### config.mk
export PLATFORM = sky130hd
export DESIGN_NAME = mem_burst_reader
export DESIGN_NICKNAME = d
export VERILOG_FILES = /design/src/rtl/accel_mem_pkg.sv /design/src/rtl/skid_fifo2.sv /design/src/rtl/mem_burst_reader.sv
export SDC_FILE = /design/constraint.sdc
export NUM_CORES = 1
export LEC_CHECK = 0
export BUFFER_PORTS_ARGS = -buffer_cell sky130_fd_sc_hd__buf_2
export CORE_ASPECT_RATIO = 0.75
export CORE_MARGIN = 4
export CORE_UTILIZATION = 60
export CTS_CLUSTER_DIAMETER = 60
export DETAILED_ROUTE_END_ITERATION = 12
export GPL_TIMING_DRIVEN = 0
export PLACE_DENSITY = 0.81
export SLEW_MARGIN = 20
export SYNTH_ARGS = -nofsm -noshare
export SYNTH_HDL_FRONTEND = slang
export SYNTH_HIERARCHICAL = 1
export SYNTH_SLANG_ARGS = --single-unit
export TNS_END_PERCENT = 100
### constraint.sdc
create_clock -name clk -period 5.8 [get_ports clk]
set_input_delay 0.29 -clock clk [delete_from_list [all_inputs] [get_ports clk]]
set_output_delay 0.29 -clock clk [all_outputs]
set_load 0.02 [all_outputs]
### src/rtl/accel_mem_pkg.sv
// ---------------------------------------------------------------------------
// accel_mem_pkg
// Shared types and constants for the accelerator data-memory streamers
// (burst reader today, write-side streamer later).
//   state_t    : burst FSM states shared by the streamers
//   addr_t     : word address for the default 256-word memory
//   len_t      : burst length 0..MEM_DEPTH (one bit wider than addr_t)
//   SKID_DEPTH : entries in the read-latency skid buffer
// ---------------------------------------------------------------------------
package accel_mem_pkg;

  localparam int MEM_DEPTH  = 256;
  localparam int MEM_AW     = $clog2(MEM_DEPTH);
  localparam int SKID_DEPTH = 2;

  typedef logic [MEM_AW-1:0] addr_t;
  typedef logic [MEM_AW:0]   len_t;

  typedef enum logic [1:0] {
    IDLE,
    RUN,
    DRAIN,
    FIN
  } state_t;

endpackage

### src/rtl/skid_fifo2.sv
// ---------------------------------------------------------------------------
// skid_fifo2
// Two-entry valid/ready buffer with registered outputs. The producer is
// expected to respect count (it has no ready of its own), which lets a
// memory-read initiator decide ahead of time whether a word it is about to
// request will have a slot when it comes back.
// Ports:
//   clk, rst_n            : clock, asynchronous active-low reset
//   in_valid, in_data     : push side (push happens whenever in_valid=1)
//   out_valid, out_data   : head of the buffer, registered
//   out_ready             : consumer accepts the head this cycle
//   count                 : number of occupied entries, 0..2
// ---------------------------------------------------------------------------
module skid_fifo2
  import accel_mem_pkg::*;
#(
  parameter int WIDTH = 8
) (
  input  logic             clk,
  input  logic             rst_n,
  input  logic             in_valid,
  input  logic [WIDTH-1:0] in_data,
  output logic             out_valid,
  output logic [WIDTH-1:0] out_data,
  input  logic             out_ready,
  output logic [1:0]       count
);

  logic [WIDTH-1:0] head_q;
  logic [WIDTH-1:0] tail_q;
  logic [1:0]       count_q;
  logic             push;
  logic             pop;

  assign push      = in_valid && (int'(count_q) < SKID_DEPTH || out_ready);
  assign pop       = out_ready && (count_q != 2'd0);
  assign out_valid = (count_q != 2'd0);
  assign out_data  = head_q;
  assign count     = count_q;

  // The head register always holds the oldest word so the output is a plain
  // flop; the tail only fills when the head is already occupied and not
  // leaving this cycle.
  always_ff @(posedge clk or negedge rst_n) begin
    if (!rst_n) begin
      head_q  <= '0;
      tail_q  <= '0;
      count_q <= 2'd0;
    end else begin
      unique case ({push, pop})
        2'b10: begin
          if (count_q == 2'd0) head_q <= in_data;
          else                 tail_q <= in_data;
          count_q <= count_q + 2'd1;
        end
        2'b01: begin
          head_q  <= tail_q;
          count_q <= count_q - 2'd1;
        end
        2'b11: begin
          if (count_q == 2'd1) begin
            head_q <= in_data;
          end else begin
            head_q <= tail_q;
            tail_q <= in_data;
          end
        end
        default: ;
      endcase
    end
  end

endmodule

### src/rtl/mem_burst_reader.sv
// ---------------------------------------------------------------------------
// mem_burst_reader
// Read-side initiator for the single-port synchronous-read data memory.
// Fetches `len` consecutive words starting at `base_addr` (wrapping modulo
// DEPTH) and streams them to the PE array over valid/ready. The RAM's
// one-cycle read latency is absorbed by a 2-entry skid buffer so the stream
// runs at one word per cycle when the consumer never stalls.
//
// Optional feature: define MEM_BURST_READER_STRIDE_EN to add a `stride`
// input (captured at start); addresses then advance by stride mod DEPTH
// instead of by 1.
//
// Ports:
//   clk, rst_n           : clock, asynchronous active-low reset
//   start                : burst request, honoured only in IDLE
//   base_addr, len       : first word address and word count (0..DEPTH)
//   stride               : address step (only with MEM_BURST_READER_STRIDE_EN)
//   busy                 : burst in progress (cycle after start until done)
//   done                 : one-cycle completion pulse
//   mem_we, mem_addr     : memory control (write enable tied low)
//   mem_rdata            : memory read data, one cycle after mem_addr
//   m_valid, m_ready     : output stream handshake
//   m_data, m_last       : output word and end-of-burst marker
// ---------------------------------------------------------------------------
module mem_burst_reader
  import accel_mem_pkg::*;
#(
  parameter int WIDTH = 8,
  parameter int DEPTH = MEM_DEPTH,
  parameter int AW    = $clog2(DEPTH)
) (
  input  logic             clk,
  input  logic             rst_n,
  input  logic             start,
  input  logic [AW-1:0]    base_addr,
`ifdef MEM_BURST_READER_STRIDE_EN
  input  logic [AW-1:0]    stride,
`endif
  input  logic [AW:0]      len,
  output logic             busy,
  output logic             done,
  output logic             mem_we,
  output logic [AW-1:0]    mem_addr,
  input  logic [WIDTH-1:0] mem_rdata,
  output logic             m_valid,
  input  logic             m_ready,
  output logic [WIDTH-1:0] m_data,
  output logic             m_last
);

  state_t          state_q;
  logic [AW-1:0]   addr_q;
  logic [AW:0]     issue_left_q;
  logic            inflight_q;
  logic            inflight_last_q;
  logic            busy_q;
  logic            done_q;
  logic [AW-1:0]   step;

  logic            pop;
  logic            issue;
  logic            last_issue;
  logic [2:0]      occ;
  logic [1:0]      buf_count;
  logic [WIDTH:0]  buf_out;

`ifdef MEM_BURST_READER_STRIDE_EN
  logic [AW-1:0]   stride_q;
  assign step = stride_q;
`else
  assign step = AW'(1);
`endif

  // A read may only be issued if its word is guaranteed a buffer slot when
  // it returns next cycle: words already buffered plus the one still in
  // flight, minus the one leaving now, must leave room.
  assign pop        = m_valid && m_ready;
  assign occ        = {1'b0, buf_count} + {2'b00, inflight_q};
  assign issue      = (state_q == RUN) && (issue_left_q != '0) &&
                      (occ < 3'(SKID_DEPTH) + {2'b00, pop});
  assign last_issue = issue && (issue_left_q == (AW+1)'(1));

  assign mem_we   = 1'b0;
  assign mem_addr = addr_q;
  assign busy     = busy_q;
  assign done     = done_q;
  assign m_data   = buf_out[WIDTH-1:0];
  assign m_last   = buf_out[WIDTH];

  // Burst FSM: captures the request, walks the address, and tags each read
  // with whether it is the final word so m_last travels with its data
  // through the skid buffer.
  always_ff @(posedge clk or negedge rst_n) begin
    if (!rst_n) begin
      state_q         <= IDLE;
      addr_q          <= '0;
      issue_left_q    <= '0;
      inflight_q      <= 1'b0;
      inflight_last_q <= 1'b0;
      busy_q          <= 1'b0;
      done_q          <= 1'b0;
`ifdef MEM_BURST_READER_STRIDE_EN
      stride_q        <= '0;
`endif
    end else begin
      done_q          <= 1'b0;
      inflight_q      <= issue;
      inflight_last_q <= last_issue;
      unique case (state_q)
        IDLE: begin
          if (start) begin
            addr_q       <= base_addr;
            issue_left_q <= len;
`ifdef MEM_BURST_READER_STRIDE_EN
            stride_q     <= stride;
`endif
            if (len == '0) begin
              state_q <= FIN;
              done_q  <= 1'b1;
            end else begin
              state_q <= RUN;
              busy_q  <= 1'b1;
            end
          end
        end
        RUN: begin
          if (issue) begin
            addr_q       <= addr_q + step;
            issue_left_q <= issue_left_q - (AW+1)'(1);
          end
          if (pop && m_last) begin
            state_q <= FIN;
            busy_q  <= 1'b0;
            done_q  <= 1'b1;
          end else if (last_issue) begin
            state_q <= DRAIN;
          end
        end
        DRAIN: begin
          if (pop && m_last) begin
            state_q <= FIN;
            busy_q  <= 1'b0;
            done_q  <= 1'b1;
          end
        end
        FIN: begin
          state_q <= IDLE;
        end
        default: state_q <= IDLE;
      endcase
    end
  end

  skid_fifo2 #(
    .WIDTH(WIDTH + 1)
  ) u_skid (
    .clk      (clk),
    .rst_n    (rst_n),
    .in_valid (inflight_q),
    .in_data  ({inflight_last_q, mem_rdata}),
    .out_valid(m_valid),
    .out_data (buf_out),
    .out_ready(m_ready),
    .count    (buf_count)
  );

endmodule

==> impl_metrics.py <==
metrics = {
    "outcome": {
        "status": "complete, no violations",
    },
    "die": {
        "start_util_pct": 63.95,
        "coreArea_um2": 4154,
        "dieArea_um2": 5567,
        "die_y_um": 65.63,
        "die_w_um": 84.83,
        "boundaryPins": 50,
        "placementRows": 20,
    },
    "yosys": {
        "syn_area_um2": 2656,
        "syn_area_per_cell_um2": 9.730,
        "yosys.area.top_type": "dfrtp_1",
        "synth_top_area_share_pct": 40.51,
        "async_flop_share_pct": 100.0,
        "ys.flop_type": "dfrtp_1",
        "syn-num-nets": 318,
        "synth-seq-cells": 43,
        "yosysWarnings": 6,
        "synth-edff-count": 0,
        "yosysUniqueCellTypes": 62,
        "synthTopCellsByArea": "dfrtp_1, ha_1, mux2_4",
        "ys_seq_area_share_pct": 40.51,
        "synthCells": 273,
    },
    "placement": {
        "io_buffers": 48,
        "pre_cts_ws_ps": 3619,
        "gp_routability_congestion": 0.8519,
        "hpwlAfterDp_um": 4554,
        "place_inst": 376,
    },
    "clock_network": {
        "cts_buffers": 5,
        "cts_tree": "built",
        "cts_resized": 0,
        "clock_path_buffers": 2,
        "clkTransAtPathRegs_ps": 90,
        "cts_root_buf": "clkbuf_8",
        "insertion_delay_ps": 300,
        "cts_sinks": 43,
        "htreeDepth": 2,
    },
    "critical_path": {
        "worstPathMaxFanout": 9,
        "critPathRequiredTime_ps": 5980,
        "crit_type": "flip-flop to flip-flop",
        "endpoint_kind": "flip-flop",
        "worstSetupStartpointType": "flip-flop",
        "arrival_ps": 2420,
    },
    "run": {
        "drv_cap": 0,
    },
    "power_and_ir_drop": {
        "peakVddDrop_uv": 315.9,
        "power_per_cell_area_nw_per_um2": 556.4,
        "totalPowerFinal_mw": 1.729,
        "p_leak_nw": 1.492,
    },
    "timing": {
        "rsz0062_at_grt": "false",
        "timing.final.crit_share_pct": 38.52,
        "postLayoutSetupSlackWorst_ps": 3566,
        "fmax_mhz": 447.6,
        "period_minus_slack_ps": 2234,
        "finalHoldViolations": 0,
        "timing.slew.headroom_pct": 60.57,
        "fin_skew_ps": 4.898,
        "setup_tns_ps": 0,
        "finalSetupViolations": 0,
        "drv_slew": 0,
        "tightest_slew_ps": 591.5,
    },
    "final_layout": {
        "drive_gt1_share_pct": 27.19,
        "utilization_pct": 74.79,
        "area_delta_synth_final_pct": 16.96,
        "diodes": 0,
        "stdcell_count": 386,
        "final_net_count": 375,
    },
    "detailed_routing": {
        "ant_nets": 0,
        "via_per_inst": 5.979,
        "drt_iter0_drc": 200,
        "wire_per_inst_um": 15.75,
        "dr.pass1.iters": 5,
        "route.detailed.drc": 0,
        "wirelength_um": 6081,
        "vias": 2308,
    },
    "global_route": {
        "grtUsageTotal_pct": 22.87,
        "first_global_vias": 2078,
        "grt_max_degree": 44,
        "antenna_found_initial": 0,
        "grt_pass1_wl_um": 10170,
        "grt-ovfl-total": 0,
    },
    "min_path": {
        "hold_class": "input pin to flip-flop",
    },
}
per-stage QoR:
step	instance area (um^2)	hold WS, ps
6_report	3107	209.4
3_3_place_gp	2965	460.8
3_5_place_dp	2965	472.7
5_1_grt	3107	193.2
2_1_floorplan	2656	-5.591
4_1_cts	3069	172.5
routing by layer:
layer	vias up	part of all wire, %	track usage [%]	routed length, um
li1	1106	-	-	-
met1	1091	49	35.70	2953
met2	106	42	32.62	2567
met3	5	8.8	5.388	533
met4	0	0.44	3.360	27
met5	-	0	0	0
kinds of logic after synthesis:
group	Yosys count	share of synthesized area, %
adders and majority gates	16	7.536
DFF	43	40.51
muxes	13	6.736
other	1	0.1412
buffers and inverters	28	5.511
xor gates and xnor gates	2	0.6596
and+or+nand+nor	91	18.79
AOI/OAI and AO/OA	79	20.11
worst max-delay path, stage by stage (launching register included):
cell      delay, ps
dfrtp_1         450
inv_1            70
ha_1            250
nand2b_2        230
inv_2           100
ha_1            240
inv_2            60
mux2i_2         220
nand2_4         170
mux2_4          330
power by group:
group | internal [mW] | switching [mW] | total (mW)
sequential | 0.431 | 0.128 | 0.559
combinational | 0.408 | 0.548 | 0.956
clock | 0.108 | 0.106 | 0.214
state kept, by name, indices dropped and copies added (netlist names):
| signal | flops |
|---|---|
| mem_addr | 8 |
| u_skid/tail_q | 9 |
| inflight_last_q | 1 |
| state_q | 2 |
| busy | 1 |
| inflight_q | 1 |
| issue_left_q | 9 |
| u_skid/count | 2 |
| u_skid/out_data | 9 |
| done | 1 |
final cells by class:
type                       instances  area, um^2
tap                               55       68.82
buffer                             8       71.32
timing repair buffer              50       277.8
inverter                          20       75.07
multi-input combinational        202        1434
clock buffer                       7       96.34
sequential                        43        1076
fill                             299        1047
clock inverter                     1       7.507
what timing repair did:
item / in CTS / in global routing
hold buffers: 0 / 1
hold endpoints to repair: 0 / 19
buffers inserted: 0 / 0
cell usage after synthesis, types with 2 or more instances:
cell type and instances:
nand3b_1 2, ha_1 16, buf_6 2, nand2_1 30, nand3_1 10, inv_1 18
o21ai_0 22, a21o_1 2, nor2_1 11, a22o_1 2, dfrtp_1 43, nor3_1 4
nand4_1 4, a22oi_1 9, inv_2 2, and3_1 2, o22ai_1 2, or3_1 2
nor4_1 5, xnor2_1 2, clkbuf_8 2, nor2b_1 3, buf_2 2, a21oi_1 11
o32a_1 2, a32oi_1 4, nand2b_1 4, o21ai_1 11, mux2_4 9, mux2i_1 3
cell usage in the layout, fill, tap and decap left out, types with 5 or more instances in the layout:
cell	n
o21ai_1	11
a22oi_1	9
dfrtp_1	43
mux2_4	9
nand2_1	30
buf_2	50
nor2_1	11
nand3_1	10
clkbuf_8	9
ha_1	16
a21oi_1	11
nor4_1	5
o21ai_0	22
inv_1	18
worst paths after layout:
path	startpoint	end	slack (ps)	cells after the start
setup / recovery	u_skid/count[0]$_DFFE_PN0P_	u_skid/tail_q[7]$_DFFE_PN0P_	3570	9
hold / removal	base_addr[2]	mem_addr[2]$_DFFE_PN0P_	210	3
setup reg to reg	u_skid/count[0]$_DFFE_PN0P_	u_skid/tail_q[7]$_DFFE_PN0P_	3570	9
hold reg to reg	u_skid/out_data[0]$_DFFE_PN0P_	u_skid/out_data[0]$_DFFE_PN0P_	490	2
max in group asynchronous	rst_n	mem_addr[3]$_DFFE_PN0P_	4820	3
min in group asynchronous	rst_n	u_skid/tail_q[5]$_DFFE_PN0P_	490	2
Note: power is estimated with default switching activity, not from simulation.
